### src/rtl/mul_issue_ctrl.sv
// mul_issue_ctrl: launches the iterative multiplier for EX, stalls the pipe until the result returns,
// drains flushed operations, aborts hung ones on timeout and reuses the last result for repeated requests.
module mul_issue_ctrl #(
   parameter int TIMEOUT  = 64,
   parameter bit CACHE_EN = 1'b1
) (
   input  logic        clk,
   input  logic        rst,
   input  logic        ex_mul_valid,
   input  logic [1:0]  ex_mul_op,
   input  logic [31:0] ex_rs1_val,
   input  logic [31:0] ex_rs2_val,
   input  logic        flush,
   input  logic        mul_done,
   input  logic [31:0] mul_result,
   output logic        mul_start,
   output logic [1:0]  mul_opcode,
   output logic [31:0] mul_operand1,
   output logic [31:0] mul_operand2,
   output logic        stall,
   output logic        result_valid,
   output logic [31:0] result,
   output logic        mul_err
);
   localparam int CW = $clog2(TIMEOUT + 1);
   localparam logic [CW-1:0] TMAX = CW'(TIMEOUT - 1);

   typedef enum logic [2:0] {IDLE, ISSUE, WAIT, RESP, DRAIN} state_t;
   state_t state;
   logic [CW-1:0] cnt;
   logic          c_valid;
   logic [1:0]    c_op;
   logic [31:0]   c_a, c_b, c_res;
   logic          req, hit;

   assign req = ex_mul_valid && !flush;
   assign hit = CACHE_EN && c_valid && c_op == ex_mul_op && c_a == ex_rs1_val && c_b == ex_rs2_val;
   assign stall = req && state != RESP;
   // A flush in the response cycle kills the writeback of that instruction.
   assign result_valid = state == RESP && !flush;

   always_ff @(posedge clk or posedge rst) begin
      if (rst) begin
         state        <= IDLE;
         cnt          <= '0;
         mul_start    <= 1'b0;
         mul_opcode   <= '0;
         mul_operand1 <= '0;
         mul_operand2 <= '0;
         result       <= '0;
         mul_err      <= 1'b0;
         c_valid      <= 1'b0;
         c_op         <= '0;
         c_a          <= '0;
         c_b          <= '0;
         c_res        <= '0;
      end else begin
         mul_start <= 1'b0;
         case (state)
            IDLE: if (req) begin
               mul_opcode   <= ex_mul_op;
               mul_operand1 <= ex_rs1_val;
               mul_operand2 <= ex_rs2_val;
               if (hit) begin
                  result <= c_res;
                  state  <= RESP;
               end else begin
                  mul_start <= 1'b1;
                  state     <= ISSUE;
               end
            end
            ISSUE: begin
               cnt   <= '0;
               state <= WAIT;
            end
            WAIT: begin
               cnt <= cnt + 1'b1;
               if (flush) state <= DRAIN;
               else if (mul_done) begin
                  result  <= mul_result;
                  c_valid <= 1'b1;
                  c_op    <= mul_opcode;
                  c_a     <= mul_operand1;
                  c_b     <= mul_operand2;
                  c_res   <= mul_result;
                  state   <= RESP;
               end else if (cnt == TMAX) begin
                  mul_err <= 1'b1;
                  result  <= '0;
                  state   <= RESP;
               end
            end
            RESP: state <= IDLE;
            // The timeout budget keeps running from WAIT so a dead multiplier cannot wedge the drain.
            DRAIN: begin
               cnt <= cnt + 1'b1;
               if (mul_done) state <= IDLE;
               else if (cnt == TMAX) begin
                  mul_err <= 1'b1;
                  state   <= IDLE;
               end
            end
            default: state <= IDLE;
         endcase
      end
   end
endmodule

### config.mk
export PLATFORM = sky130hd
export DESIGN_NAME = mul_issue_ctrl
export DESIGN_NICKNAME = d
export VERILOG_FILES = /design/src/rtl/mul_issue_ctrl.sv
export SDC_FILE = /design/constraint.sdc
export NUM_CORES = 1
export LEC_CHECK = 0
export ABC_AREA = 1
export ABC_CLOCK_PERIOD_IN_PS = 5650
export BUFFER_PORTS_ARGS = -buffer_cell sky130_fd_sc_hd__buf_2
export CELL_PAD_IN_SITES_DETAIL_PLACEMENT = 0
export CELL_PAD_IN_SITES_GLOBAL_PLACEMENT = 2
export CORE_MARGIN = 3
export CORE_UTILIZATION = 29
export CTS_CLUSTER_DIAMETER = 30
export DETAILED_ROUTE_END_ITERATION = 12
export PLACE_DENSITY = 0.87
export SLEW_MARGIN = 10
export SYNTH_ARGS = -nofsm -noshare
export SYNTH_HDL_FRONTEND = slang
export SYNTH_SLANG_ARGS = --single-unit
### constraint.sdc
create_clock -name clk -period 5.65 [get_ports clk]
set_input_delay 0.2825 -clock clk [delete_from_list [all_inputs] [get_ports clk]]
set_output_delay 0.2825 -clock clk [all_outputs]
set_load 0.03 [all_outputs]
==> metrics <==
maximum net fanout on the critical path=about 110; share of the core filled with cells=40.59%; library cells used by synthesis=32; routed wl met2=11,610 um; Mapped Cells=1,198; number of standard cells in the final layout excluding fillers=between 1,500 and 2,000; total setup violations reported at the end of the flow=0; top cell type's share of synthesized area=54.06%; most numerous cell in the Yosys netlist=nand2_1; clk slew on worst S/H paths=0.05 ns; fraction of layout instances using a drive strength above 1=23.39%; xor and xnor fraction of the mapped netlist area=about 1.5%; remaining global-route overflow=0; class of the worst hold path=in2reg; Setup crit end kind=flip-flop; wire length on met1=about 12,000 um; wire length per cell after detailed routing=about 14 um; list of most frequent post-synthesis cells=nand2_1, dfrtp_1, o21ai_0; Avg Cell Area, Syn=slightly above 8 um2; WL met3=between 2000 and 2500 um; simple-gate area share of the yosys netlist=24.22%; area of the die=roughly 36,000 um2; setup skew after layout=about 0.019 ns; sum of net half-perimeters after detailed placement=~17,000 um; routability congestion estimate=0.7416; row count=66; relative max-transition margin=between 20% and 30%; post-synthesis to final-layout area growth=37.21%; transition time at the pin with the least slew margin=between 1 and 1.5 ns; required time of the critical path=about 6.0 ns; final hold viol count=0; worst slack on hold paths=0.02321 ns; Residual DRC=0; residual antenna-violating net count after detailed routing=0; number of antenna violations at the first check in global routing=5; share of the cycle needed by the critical path after routing=about 58%; depth of the CTS H-tree=2; Final Routed Wirelength=~26,000 um; buffers from clock root to sink, at most=3; via count of the first global-routing pass=~8,300; gr usage total=14.83%; Pwr per Cell Area=around 650 nW/um2; TritonCTS Buffers=56; clock network latency to the later pin of the worst-skew pair=0.55 ns; list of cells traversed by the critical path=nor2_1 > nand2_2 > nor2_2 > inv_2 > nor2_4 > buf_4 > o21ai_0; max-slew violation count=0; Yosys reg bits=209; topmost layer with routed signal wires=met5; share of synthesized area spent on multiplexers=about 1.5%; post-route minimum period=approximately 3.3 ns; maximum number of pins on one net before global-route repair=between 100 and 150; number of nets produced by synthesis=between 1,000 and 1,500; post-synthesis compound-gate area fraction=roughly a tenth; kind of start point of the critical path=flip-flop; run status=finished, final reports clean; synthesized area=9674 um2; leading cell types by total area after synthesis=dfrtp_1, nand2_1, o21ai_0; maximum clock frequency=around 310 MHz; total number of clock tree sinks=approximately 210; portion of the post-synthesis area used by sequential elements=a little over half; number of flops mapped to enable cells by yosys=0; Adder-Cell Fraction of Synth Area=less than 1%; setup TNS after final layout=0 ns; unrepaired setup endpoints after global routing=false; wire length of the first global-routing pass=between 40,000 and 50,000 um; Port Buffers=roughly 200; most used flip-flop cell after synthesis=dfrtp_1; first-iteration detailed-routing DRC count=approximately 400; Static Leakage=roughly 7.0 nW; placeable core region=~33,000 um2; data arrival time of the critical path=~3.6 ns; critical path class=reg2reg; fill cell total of the finished layout=~3,400; yosys synthesis warning count=0; largest voltage drop on the vdd net=about 0.31 mV; net total in the final layout=~1,500; cell type with the highest aggregate area in the netlist=dfrtp_1; starting density of the core=approximately 30%; Inst Count DP=between 1,500 and 2,000; number of max-cap violations=0; width of the die=188.6 um; async set-or-reset flop fraction in the synthesized netlist=100.0%; detailed-route vias per instance=roughly 4.3; via total after detailed routing=just over 8,000; height of the die=188.6 um; clock tree from TritonCTS=built; Max stage delay on crit path=0.74 ns; router iterations before antenna repair=5; largest family of logic cells by synthesized area=simple AND/OR/NAND/NOR gates; cell type of the slowest stage on the worst timing path=buf_4; I/O Pins=205; buffer type at the clock tree root=clkbuf_16
## repair_timing
| item | 4_1_cts | 5_1_grt |
|---|---|---|
| hold buffers | 18 | 0 |
| gates resized for setup | 0 | 0 |
| endpoints found under the hold margin | 54 | 0 |
| setup endpoints to repair | 0 | 0 |
| buffers inserted | 0 | 0 |
## kinds of logic after synthesis
| kind of cell | count (synthesis) |
|---|---|
| fa+ha+maj | 1 |
| xor+xnor | 17 |
| flops | 209 |
| mux | 13 |
| simple gates | 580 |
| buf+inv | 194 |
| compound gates | 184 |
## placed cells by master, fill, tap and decap left out, types with 4 or more instances in the layout
cell type,n
nand2_1,468
nand2_2,4
mux2_2,13
inv_1,133
buf_4,4
nor2_1,55
xor2_1,13
o31ai_1,11
clkinv_2,10
xnor2_1,4
clkbuf_8,17
nand3_1,6
clkbuf_16,57
dfrtp_1,209
buf_2,204
clkinvlp_4,6
nand4_1,33
dlygate4sd3_1,18
bufinv_16,9
a21oi_1,8
o21ai_0,159
## area by class of cell
type / instances / area [um2] / area share (%)
Clock inverter: 29 / 401.6 / 3.026
Timing Repair Buffer: 227 / 1251 / 9.426
Antenna cell: 1 / 2.502 / 0.01885
Multi-Input combinational cell: 795 / 3640 / 27.42
Clock buffer: 77 / 1672 / 12.59
Inverter: 138 / 524.3 / 3.949
Sequential cell: 209 / 5230 / 39.40
Tap cell: 442 / 553.0 / 4.166
## power breakdown
part | switching (mW) | internal (mW) | total (mW)
logic | 1.79 | 0.802 | 2.59
clock network | 0.945 | 2.45 | 3.40
registers | 0.412 | 2.16 | 2.58
total | 3.15 | 5.42 | 8.56
## worst max-delay path, delay by kind of cell, from the launching register on
kind                   cells  cell delay (ns)
AO/OA/AOI/OAI              1             0.19
buffers and inverters      2             0.96
AND/OR/NAND/NOR            4             1.33
flip-flops                 1             0.42
## per-layer routing
| metal | up-vias | GRT usage (%) |
|---|---|---|
| li1 | 4244 | - |
| met1 | 3777 | 19.23 |
| met2 | 232 | 23.57 |
| met3 | 53 | 5.321 |
| met4 | 8 | 3.953 |
| met5 | - | 0 |
## metrics by stage
step	power [mW]	setup slack, ns	area [um2]
detailed placement	5.220	2.324	11020
global placement	5.164	2.469	11020
finish	8.564	2.384	13270
CTS	8.707	2.318	13270
floorplan	4.478	2.653	9678
global route	9.172	1.925	13270
## path summary, 6_finish.rpt
check                               from               end  slack [ns]  depth (start not counted)
min in group asynchronous            rst  mul_operand1[26]        0.48                          3
max                             state[2]           c_a[13]        2.38                          7
min reg2reg                      c_valid           c_valid        0.45                          2
max in group asynchronous            rst  mul_operand1[14]        3.70                          4
min                        ex_rs1_val[1]   mul_operand1[1]        0.02                          3
max reg2reg                     state[2]           c_a[13]        2.38                          7
## state kept, by name (all words and copies together) (netlist names)
name	count
mul_operand1	32
result	32
c_valid	1
mul_opcode	2
mul_err	1
mul_start	1
mul_operand2	32
c_a	32
c_res	32
cnt	7
c_op	2
state	3
c_b	32
Note: power is estimated with default switching activity, not from simulation.
